### src/rtl/lfsr_pkg.sv
// lfsr_pkg: feedback-form constants, FSM state type and the max-length tap table
// shared by lfsr_gen and lfsr_next.
package lfsr_pkg;

    localparam int MODE_FIB    = 0;
    localparam int MODE_GALOIS = 1;

    typedef enum logic {
        IDLE = 1'b0,
        RUN  = 1'b1
    } lfsr_state_e;

    // Mirror the low 'width' bits of v; bits at and above 'width' come back as zero.
    function automatic logic [31:0] bit_rev(input logic [31:0] v, input int width);
        logic [31:0] r;
        r = '0;
        for (int i = 0; i < 32; i++) begin
            if (i < width)
                r[5'(width - 1 - i)] = v[5'(i)];
        end
        return r;
    endfunction

    // The table is written for the Fibonacci form (shift toward the MSB, feedback into bit 0).
    // In Galois form the toggle mask applied is TAPS bit-reversed, so the table entry is
    // pre-reversed to keep the toggle mask on the same max-length polynomial.
    function automatic logic [31:0] lfsr_taps(input int width, input int mode);
        logic [31:0] fib;
        case (width)
            3:       fib = 32'h0000_0006;
            4:       fib = 32'h0000_000C;
            5:       fib = 32'h0000_0014;
            6:       fib = 32'h0000_0030;
            7:       fib = 32'h0000_0060;
            8:       fib = 32'h0000_00B8;
            9:       fib = 32'h0000_0110;
            10:      fib = 32'h0000_0240;
            11:      fib = 32'h0000_0500;
            12:      fib = 32'h0000_0829;
            13:      fib = 32'h0000_100D;
            14:      fib = 32'h0000_2015;
            15:      fib = 32'h0000_6000;
            16:      fib = 32'h0000_D008;
            17:      fib = 32'h0001_2000;
            18:      fib = 32'h0002_0400;
            19:      fib = 32'h0004_0023;
            20:      fib = 32'h0009_0000;
            21:      fib = 32'h0014_0000;
            22:      fib = 32'h0030_0000;
            23:      fib = 32'h0042_0000;
            24:      fib = 32'h00E1_0000;
            25:      fib = 32'h0120_0000;
            26:      fib = 32'h0200_0023;
            27:      fib = 32'h0400_0013;
            28:      fib = 32'h0900_0000;
            29:      fib = 32'h1400_0000;
            30:      fib = 32'h2000_0029;
            31:      fib = 32'h4800_0000;
            32:      fib = 32'h8020_0003;
            default: fib = 32'h0000_0000;
        endcase
        return (mode == MODE_GALOIS) ? bit_rev(fib, width) : fib;
    endfunction

endpackage

### src/rtl/lfsr_next.sv
// lfsr_next: combinational next-state of the LFSR in Fibonacci or Galois form.
module lfsr_next
    import lfsr_pkg::*;
#(
    parameter int               WIDTH = 8,
    parameter int               MODE  = MODE_FIB,
    parameter logic [WIDTH-1:0] TAPS  = WIDTH'(lfsr_taps(WIDTH, MODE))
) (
    input  logic [WIDTH-1:0] state,
    output logic [WIDTH-1:0] nxt
);

    generate
        if (MODE == MODE_GALOIS) begin : g_galois
            localparam logic [WIDTH-1:0] TAPS_REV = WIDTH'(bit_rev(32'(TAPS), WIDTH));
            assign nxt = (state >> 1) ^ (state[0] ? TAPS_REV : '0);
        end else begin : g_fib
            assign nxt = {state[WIDTH-2:0], ^(state & TAPS)};
        end
    endgenerate

endmodule

### src/rtl/lfsr_gen.sv
// lfsr_gen: parameterised LFSR with valid/ready output handshake and seed loading.
// Optional wrap/period detection is built when LFSR_GEN_WRAP_DET_EN is defined.
//
// state | meaning
// IDLE  | parked after reset, seed load or en=0; random held, valid=0
// RUN   | valid=1; random advances on each cycle with ready=1
module lfsr_gen
    import lfsr_pkg::*;
#(
    parameter int               WIDTH    = 8,
    parameter int               MODE     = MODE_FIB,
    parameter logic [WIDTH-1:0] TAPS     = WIDTH'(lfsr_taps(WIDTH, MODE)),
    parameter logic [WIDTH-1:0] SEED_DEF = WIDTH'(1)
) (
    input  logic             clk,
    input  logic             reset,
    input  logic             en,
    input  logic             seed_load,
    input  logic [WIDTH-1:0] seed,
    output logic [WIDTH-1:0] random,
    output logic             valid,
    input  logic             ready,
    output logic             lockup,
    output logic             wrap,
    output logic [WIDTH:0]   period
);

    lfsr_state_e      state, state_nxt;
    logic             step;
    logic [WIDTH-1:0] lfsr_nxt;
    logic [WIDTH-1:0] step_val;
    logic [WIDTH-1:0] seed_val;

    lfsr_next #(
        .WIDTH (WIDTH),
        .MODE  (MODE),
        .TAPS  (TAPS)
    ) u_next (
        .state (random),
        .nxt   (lfsr_nxt)
    );

    always_ff @(posedge clk) begin
        if (reset)
            state <= IDLE;
        else
            state <= state_nxt;
    end

    always_comb begin
        state_nxt = state;
        if (seed_load)
            state_nxt = IDLE;
        else if (state == IDLE && en)
            state_nxt = RUN;
        else if (state == RUN && !en)
            state_nxt = IDLE;
    end

    always_comb begin
        valid = (state == RUN);
    end

    assign step     = valid & ready;
    assign seed_val = (seed == '0) ? SEED_DEF : seed;
    // Only reachable with a non-max-length TAPS; keeps the all-zero state out of random.
    assign step_val = (lfsr_nxt == '0) ? SEED_DEF : lfsr_nxt;

    always_ff @(posedge clk) begin
        if (reset) begin
            random <= SEED_DEF;
            lockup <= 1'b0;
        end else if (seed_load) begin
            random <= seed_val;
            lockup <= (seed == '0);
        end else begin
            lockup <= 1'b0;
            if (step)
                random <= step_val;
        end
    end

`ifdef LFSR_GEN_WRAP_DET_EN
    logic [WIDTH-1:0] loaded_seed;
    logic [WIDTH:0]   step_cnt;

    always_ff @(posedge clk) begin
        if (reset) begin
            loaded_seed <= SEED_DEF;
            step_cnt    <= '0;
            wrap        <= 1'b0;
            period      <= '0;
        end else if (seed_load) begin
            loaded_seed <= seed_val;
            step_cnt    <= '0;
            wrap        <= 1'b0;
        end else begin
            wrap <= 1'b0;
            if (step) begin
                if (step_val == loaded_seed) begin
                    wrap     <= 1'b1;
                    period   <= step_cnt + 1'b1;
                    step_cnt <= '0;
                end else begin
                    step_cnt <= step_cnt + 1'b1;
                end
            end
        end
    end
`else
    assign wrap   = 1'b0;
    assign period = '0;
`endif

endmodule

### config.mk
export PLATFORM = sky130hd
export DESIGN_NAME = lfsr_gen
export DESIGN_NICKNAME = d
export VERILOG_FILES = /design/src/rtl/lfsr_pkg.sv /design/src/rtl/lfsr_next.sv /design/src/rtl/lfsr_gen.sv
export SDC_FILE = /design/constraint.sdc
export NUM_CORES = 1
export LEC_CHECK = 0
export ABC_CLOCK_PERIOD_IN_PS = 1000
export BUFFER_PORTS_ARGS = -buffer_cell sky130_fd_sc_hd__buf_2
export CAP_MARGIN = 20
export CORE_MARGIN = 4
export CORE_UTILIZATION = 38
export CTS_CLUSTER_DIAMETER = 120
export DETAILED_ROUTE_END_ITERATION = 10
export PLACE_DENSITY = 0.72
export SLEW_MARGIN = 15
export SYNTH_ARGS = -nofsm -noshare
export SYNTH_HDL_FRONTEND = slang
export SYNTH_SLANG_ARGS = --single-unit
### constraint.sdc
create_clock -name clk -period 1 [get_ports clk]
set_input_delay 0.2 -clock clk [delete_from_list [all_inputs] [get_ports clk]]
set_output_delay 0.2 -clock clk [all_outputs]
set_load 0.1 [all_outputs]
**Yosys cells after proc, flatten, opt, wreduce, memory -nomap -nowiden**

Index checks and enable logic that the tools add are counted.

- Input bits: 13
- Output and inout port bits: 20
- Word-level logic and storage cells: 22
- Register bits: 10

- Bitwise logic cells: 3
- Multiplexer cells: 6
- Reduce and logical (&&, ||, !) cells: 10

Operator list:

| operator | count |
|---|---|
| $mux W8 | 4 |
| $logic_not A8 Y1 | 2 |
| $reduce_xor A8 Y1 | 1 |
| $reduce_bool A2 Y1 | 2 |
| $reduce_or A2 Y1 | 2 |
| $logic_and A1 B1 Y1 | 2 |
| $mux W1 | 2 |
| $not A1 Y1 | 2 |
| $and A1 B1 Y1 | 1 |
| $logic_not A1 Y1 | 1 |

**Logic depth before layout (Yosys ltp)**

Gate-level depths: netlist of the first run.

- Depth in word-level cells: 5
- Gate-level depth with buffers: 4
- Mapped depth without buffers: 4

**Cells and area by module**

From an unflattened synthesis of the first run, not the netlist that was laid out.

- Cell total of the unflattened synthesis: 77
- Area total of the unflattened synthesis: 648.1 um^2

By module, submodules not included:

| module | cells each | times used | seq. area each (um^2) | area each (um^2) |
|---|---|---|---|---|
| lfsr_gen | 67 | 1 | 200.2 | 569.3 |
| lfsr_next | 10 | 1 | 0.0 | 78.8 |

**Worst setup path before layout of the first run**

Ideal clock, no wire load.

- Kind: flip-flop to flip-flop
- Start: register state, in the netlist valid
- End: register random[5]
- Path slack: -0.731 ns
- Required time: 0.914 ns
- Buffers on the path: 1
- Stages on the path, launching flop included: 5
- Library setup time: 0.086 ns
- Arrival time: 1.645 ns
- Period minus slack after synthesis: 1.731 ns
- Cell sequence: dfxtp_1 > a21o_2 > buf_6 > nor2_1 > a211oi_1

- Cells in the longest elaborated chain, start to end: 2

RTL lines:

| what | line | source |
|---|---|---|
| start: declaration | lfsr_gen.sv:28 | `lfsr_state_e state, state_nxt;` |
| start signal: assignment | lfsr_gen.sv:47 | `state <= state_nxt;` |
| $and A1 B1 Y1 | lfsr_gen.sv:64 | `assign step = valid & ready;` |
| $reduce_bool A2 Y1 (no source line) | - |  |
| end signal: assignment | lfsr_gen.sv:74 | `random <= seed_val;` |
| end signal: assignment | lfsr_gen.sv:79 | `random <= step_val;` |
| end: declaration | lfsr_gen.sv:20 | `output logic [WIDTH-1:0] random,` |

Every way passes these cells.
A chain may end at the register's enable or synchronous reset.

**Worst setup path after layout of the first run**

- Start: register random[4]
- End: output random[4]

No word-level cell between the ends.

==> reports/results.tsv, run 1 <==
metric	value	unit
cp-end-kind	primary output	
cp_slowest_cell	dfxtp_4	
wirelength	1560	um
antenna_found_initial	0	
period_needed	1.11	ns
yosysWarnings	0	
dieArea	0.00232	mm2
yosys-top-cells-count	10 x buf_4, 10 x dfxtp_1, 8 x a211oi_1, 8 x mux2i_1, 8 x nor2_1	
synth_seq_cells	10	
path_class	register to primary output	
power_frac_clock	19.6	%
routedWlPerCell	13.4	um
drtIter0Drc	6	
worstHoldPathType	primary input to register	
nFillCells	117	
placementRows	14	
timing.fmax	903	MHz
ys_top_cells_by_area	dfxtp_1 33%, mux2i_1 13%, buf_4 12%	
violations	setup timing	
core_area	0.00152	mm2
htree_num_levels	1	
hold_path_depth	2	
slowest_delay	0.37	ns
hold_violations	0	
setup_viol	10	
n_antenna_cell	0	
outcome	complete, but fails checks	
path_buf_inv	2	
cp.depth	2	
pin_count	33	
clockRootBuffer	clkbuf_4	
rsz0062_at_grt	yes	
place_inst	107	
p_comb_share	49.5	%
grt.total_usage	14.6	%
crit_family	flip-flops	
p_per_area	1420	mW/mm2
ant_nets	0	
ys_types	21	
final_cells	117	
peakVddDrop	782	uV
ff2ff_path_depth	4	
syn_inst	66	
total_power	1.50	mW
slew_viol_final	0	
synth_edf_count	0	
synth_top_area_share	32.6	%
grt-ovfl-total	0	
cp_max_fo	3	
worstPathCellList	buf_6 > buf_12	
clk_pin_slew_worst_paths	0.07	ns
async_flop_share	0	%
cts_made_buffers	3	
postPlaceCellArea	940	um2
final_area	0.00106	mm2
vias	576	
synth.cell_area	614	um2
dr.pass1.iters	4	
layout_setup_ws	-0.107	ns
power.leakage	0.460	nW
initial_core_util	40.3	%
grt_max_degree	16	
io_buffers	22	
grt_pass1_vias	531	
cp.arrival	0.91	ns
switching_share	45.7	%
startpoint_type	register	
cts_tree	built	
gp_congestion	0.741	
finalCritPeriodShare	111	%
drcViolationCount	0	
finalSetupTns	-0.469	ns
internal_power	0.813	mW
synth.avg_cell_area	9.31	um2
yosys.area.top_type	dfxtp_1	
die-height	48.2	um
synthFlopType	dfxtp_1	
power_frac_seq	31.0	%
clk_latency	0.27	ns
skew	0.00182	ns
ys_seq_area_share	32.6	%
clockBufferDepth	2	
clock_sinks	10	
pre_cts_ws	-0.0420	ns
power_switching	0.684	mW
hpwl	1150	um
final_nets	116	
grt_pass1_wl	2260	um
area_delta_synth_final	72.1	%
avgViaCountPerCell	4.92	
crit_required	0.80	ns
die_w	48.2	um
maxCapViolations	0	
drive_gt1_share	60.4	%
per-layer routing:
metal  wire [um]  global-route usage (%)  part of all wire [%]  vias to the layer above
li1            -                       -                     -                      289
met1         598                    16.1                    38                      265
met2         849                    24.7                    54                       20
met3          95                    3.32                   6.1                        2
met4          21                    9.68                   1.3                        0
met5           0                       0                     0                        -
worst paths after layout:
kind,slack [ns],start,end
worst max-delay path,-0.11,random[4],random[4]
worst max register to register,-0.06,random[5],random[0]
worst min register to register,0.55,valid,valid
worst min-delay path,0.1,seed[0],lockup
sequential cells by signal, indices dropped and copies added (netlist names):
signal  flops
random      8
lockup      1
valid       1
repair_timing:
item	in CTS	in global routing
endpoints found under the hold margin	0	0
gates resized for setup	4	5
endpoints found under the setup margin	10	15
buffers inserted	6	0
cloned	0	0
hold buffers	0	0
logic make-up after synthesis:
family / after synthesis / synth area share, %
flops: 10 / 32.6
buf+inv: 15 / 17.9
other cells: 1 / 0.610
simple gates: 15 / 14.1
compound gates: 13 / 15.5
xor+xnor: 3 / 4.28
mux: 8 / 13.0
fa+ha+maj: 1 / 2.04
cell type report:
cell class | count | area [um2] | area share [%]
clock buffers | 3 | 22.5 | 2.13
clock inverters | 1 | 3.75 | 0.355
inverters | 2 | 7.51 | 0.710
multi-input cells | 50 | 399 | 37.8
flip-flops and latches | 10 | 235 | 22.2
well taps | 16 | 20.0 | 1.89
repair buffers | 35 | 369 | 34.9
power groups by stage:
stage / logic (mW) / clock network (mW) / registers (mW)
after floorplan: 0.328 / 0 / 0.662
after global placement: 0.679 / 0 / 0.473
after detailed placement: 0.684 / 0 / 0.475
after CTS: 0.728 / 0.307 / 0.462
after global routing: 0.768 / 0.329 / 0.468
final: 0.741 / 0.293 / 0.464
cell usage in the layout, fill, tap and decap left out, drive strengths merged:
| cell | synthesis | layout |
|---|---|---|
| a211oi | 8 | 8 |
| a21boi | 1 | 1 |
| a21o | 1 | 1 |
| a21oi | 1 | 1 |
| a22oi | 1 | 1 |
| buf | 13 | 35 |
| clkbuf | 0 | 3 |
| clkinv | 0 | 1 |
| conb | 1 | 10 |
| dfxtp | 10 | 10 |
| ha | 1 | 1 |
| inv | 2 | 2 |
| mux2i | 8 | 8 |
| nand2 | 1 | 1 |
| nor2 | 8 | 8 |
| nor3 | 2 | 2 |
| nor4 | 2 | 2 |
| nor4b | 1 | 1 |
| o22ai | 1 | 1 |
| or2 | 1 | 1 |
| xnor2 | 3 | 3 |
per-stage QoR:
stage	utilization, %	hold WS (ns)
2_1_floorplan	-	0.269
3_3_place_gp	61.7	0.384
3_5_place_dp	61.7	0.382
4_1_cts	67.9	0.0904
5_1_grt	69.4	0.105
6_report	69.4	0.0973
(Power assumes the default switching activity.)
==> run 2, diff against run 1 <==
Settings changed: BUFFER_PORTS_ARGS -buffer_cell sky130_fd_sc_hd__buf_2 to -buffer_cell sky130_fd_sc_hd__clkbuf_2, CORE_UTILIZATION 38 to 41, CTS_BUF_LIST set to sky130_fd_sc_hd__clkbuf_2, PLACE_DENSITY 0.72 to 0.76, SYNTH_HIERARCHICAL set to 1.
==> run 2 against run 1 <==
- largest cell class is now non-clock buffers
- worst setup slack worse by 0.059 ns
- routed wire length grew 18%
- the run still ends with setup timing left
- via count is 22% higher
- sequential share of layout area down 1.5 points
- critical endpoint is now valid
- area after synthesis up 5.5%
==> reports/results.tsv, run 2 <==
metric	value	unit
worstPathCellList	buf_4 > inv_4 > ha_4 > mux2i_1 > nor3_1	
finalCritPeriodShare	117	%
grt_pass1_vias	645	
drtIter0Drc	37	
max_flop_register	random	
power.leakage	0.516	nW
wirelength	1850	um
routedWlPerCell	14.6	um
grt_pass1_wl	2970	um
yosys.area.top_type	dfxtp_1	
n_antenna_cell	0	
io_buffers	22	
final_common_cell	clkbuf_2	
drive_gt1_share	61.3	%
startpoint_type	register	
skew	0.000724	ns
synth.cell_area	648	um2
gp_congestion	0.756	
clk_latency	0.26	ns
met1_usage	22.8	%
cts_made_buffers	3	
area_delta_synth_final	75.3	%
setup_viol	18	
final_nets	126	
core_area	0.00151	mm2
synth.avg_cell_area	8.42	um2
maxCapViolations	0	
grt_use_met3	4.51	%
cts_hold_buf	0	
final_cell_mix	15 x clkbuf_2, 11 x buf_4, 10 x conb_1, 10 x buf_12	
die_w	47.8	um
async_flop_share	0	%
cts_tree	built	
synth_edf_count	0	
dr.pass1.iters	4	
slew_viol_final	0	
yosysWarnings	6	
ys_top_cells_by_area	dfxtp_1 31%, buf_4 20%, a211oi_1 9.3%	
pin_count	33	
timing.fmax	857	MHz
clockBufferDepth	2	
cp_slowest_cell	dfxtp_4	
die-height	47.8	um
htree_num_levels	1	
hpwl	1250	um
synth.most_common_cell	buf_4	
dieArea	0.00228	mm2
cp-end-kind	register	
postPlaceCellArea	953	um2
vias	702	
grt-ovfl-total	0	
slowest_delay	0.40	ns
layout_setup_ws	-0.166	ns
worstHoldPathType	primary input to register	
rsz0062_at_grt	yes	
cp.arrival	1.32	ns
syn_inst	77	
p_per_area	1250	mW/mm2
ys_types	21	
synth_seq_cells	10	
clk_pin_slew_worst_paths	0.11	ns
grt_max_degree	11	
ant_nets	0	
yosys-top-cells-count	17 x buf_4, 10 x dfxtp_1, 10 x nor3_1	
outcome	complete, but fails checks	
drcViolationCount	0	
clockRootBuffer	clkbuf_2	
placementRows	14	
grt.busiest_layer	met2	
hold_violations	0	
use_met2	31.4	%
antenna_found_initial	0	
total_power	1.42	mW
largest_reg_flops	8	
crit_required	1.16	ns
ys_seq_area_share	30.9	%
synth_top_area_share	30.9	%
final_area	0.00114	mm2
period_needed	1.17	ns
avgViaCountPerCell	5.53	
clock_sinks	10	
initial_core_util	43.0	%
synthFlopType	dfxtp_1	
violations	setup timing	
cp_max_fo	7	
peakVddDrop	886	uV
path_class	register to register	
grt.total_usage	18.8	%
[run 2: cell count changes in the layout (fill, tap and decap cells not counted), moves of 3 or more]
cell,before,now
and3_1,0,7
buf_2,12,0
mux2i_1,7,1
nor3_1,2,9
clkbuf_2,0,15
buf_6,3,8
nor2_1,7,1
nor2b_1,0,7
clkbuf_4,3,0
[run 2: where the power goes]
part	leakage [nW]	switching, mW	internal (mW)
Combinational	0.414	0.471	0.249
Sequential	0.0883	0.0379	0.417
Clock	0.0140	0.156	0.0869
Total	0.516	0.665	0.754
[run 2: layer usage]
layer  part of all wire [%]  vias to the layer above
li1                       -                      316
met4                    3.7                        0
met3                     11                       16
met2                     49                       55
met5                      0                        -
met1                     36                      315
[run 2: final cells by class]
class	instances	area, um2
tap	16	20.0
clock inverter	1	3.75
inverter	1	6.26
sequential	10	235
clock buffer	3	15.0
fill	103	370
timing repair buffer	41	433
multi-input combinational	55	423
[run 2: worst paths after layout]
| kind | startpoint | end | slack, ns | cells after the start |
|---|---|---|---|---|
| worst max-delay path | valid | valid | -0.17 | 5 |
| worst min-delay path | seed[0] | random[0] | 0.20 | 3 |
| worst max register to register | valid | valid | -0.17 | 5 |
| worst min register to register | random[0] | random[0] | 0.63 | 2 |
[run 2: worst max-delay path, delay by kind of cell, from the launching register on]
| family | cells | cell delay [ns] |
|---|---|---|
| flops | 1 | 0.40 |
| fa+ha+maj | 1 | 0.24 |
| buf+inv | 2 | 0.15 |
| mux | 1 | 0.19 |
| simple gates | 1 | 0.07 |
[run 2: logic make-up (layout without fill, tap and decap cells)]
group	count (synthesis)	in the layout	synth area share (%)
compound gates	11	11	12.2
xor+xnor	3	3	4.05
fa+ha+maj	1	1	1.93
buf+inv	21	46	22.4
flops	10	10	30.9
mux	1	1	1.54
other cells	1	10	0.579
simple gates	29	29	26.4
[run 2: what timing repair did]
item,CTS,global route
gates resized for setup,18,3
setup endpoints to repair,17,19
cloned,0,0
buffers inserted,6,2
pin swaps,9,2
endpoints found under the hold margin,0,0
[run 2: metrics by stage]
stage | cells | utilization [%] | setup slack, ns | hold WS [ns] | TNS (ns)
after floorplan | 86 | - | -0.326 | 0.330 | -1.27
after CTS | 125 | 73.3 | -0.131 | 0.181 | -1.27
after detailed placement | 115 | 63.3 | -0.0704 | 0.467 | -0.148
after global routing | 127 | 75.4 | -0.254 | 0.220 | -2.27
final | 127 | 75.4 | -0.166 | 0.205 | -1.34
after global placement | 115 | 63.3 | -0.0270 | 0.458 | -0.0313
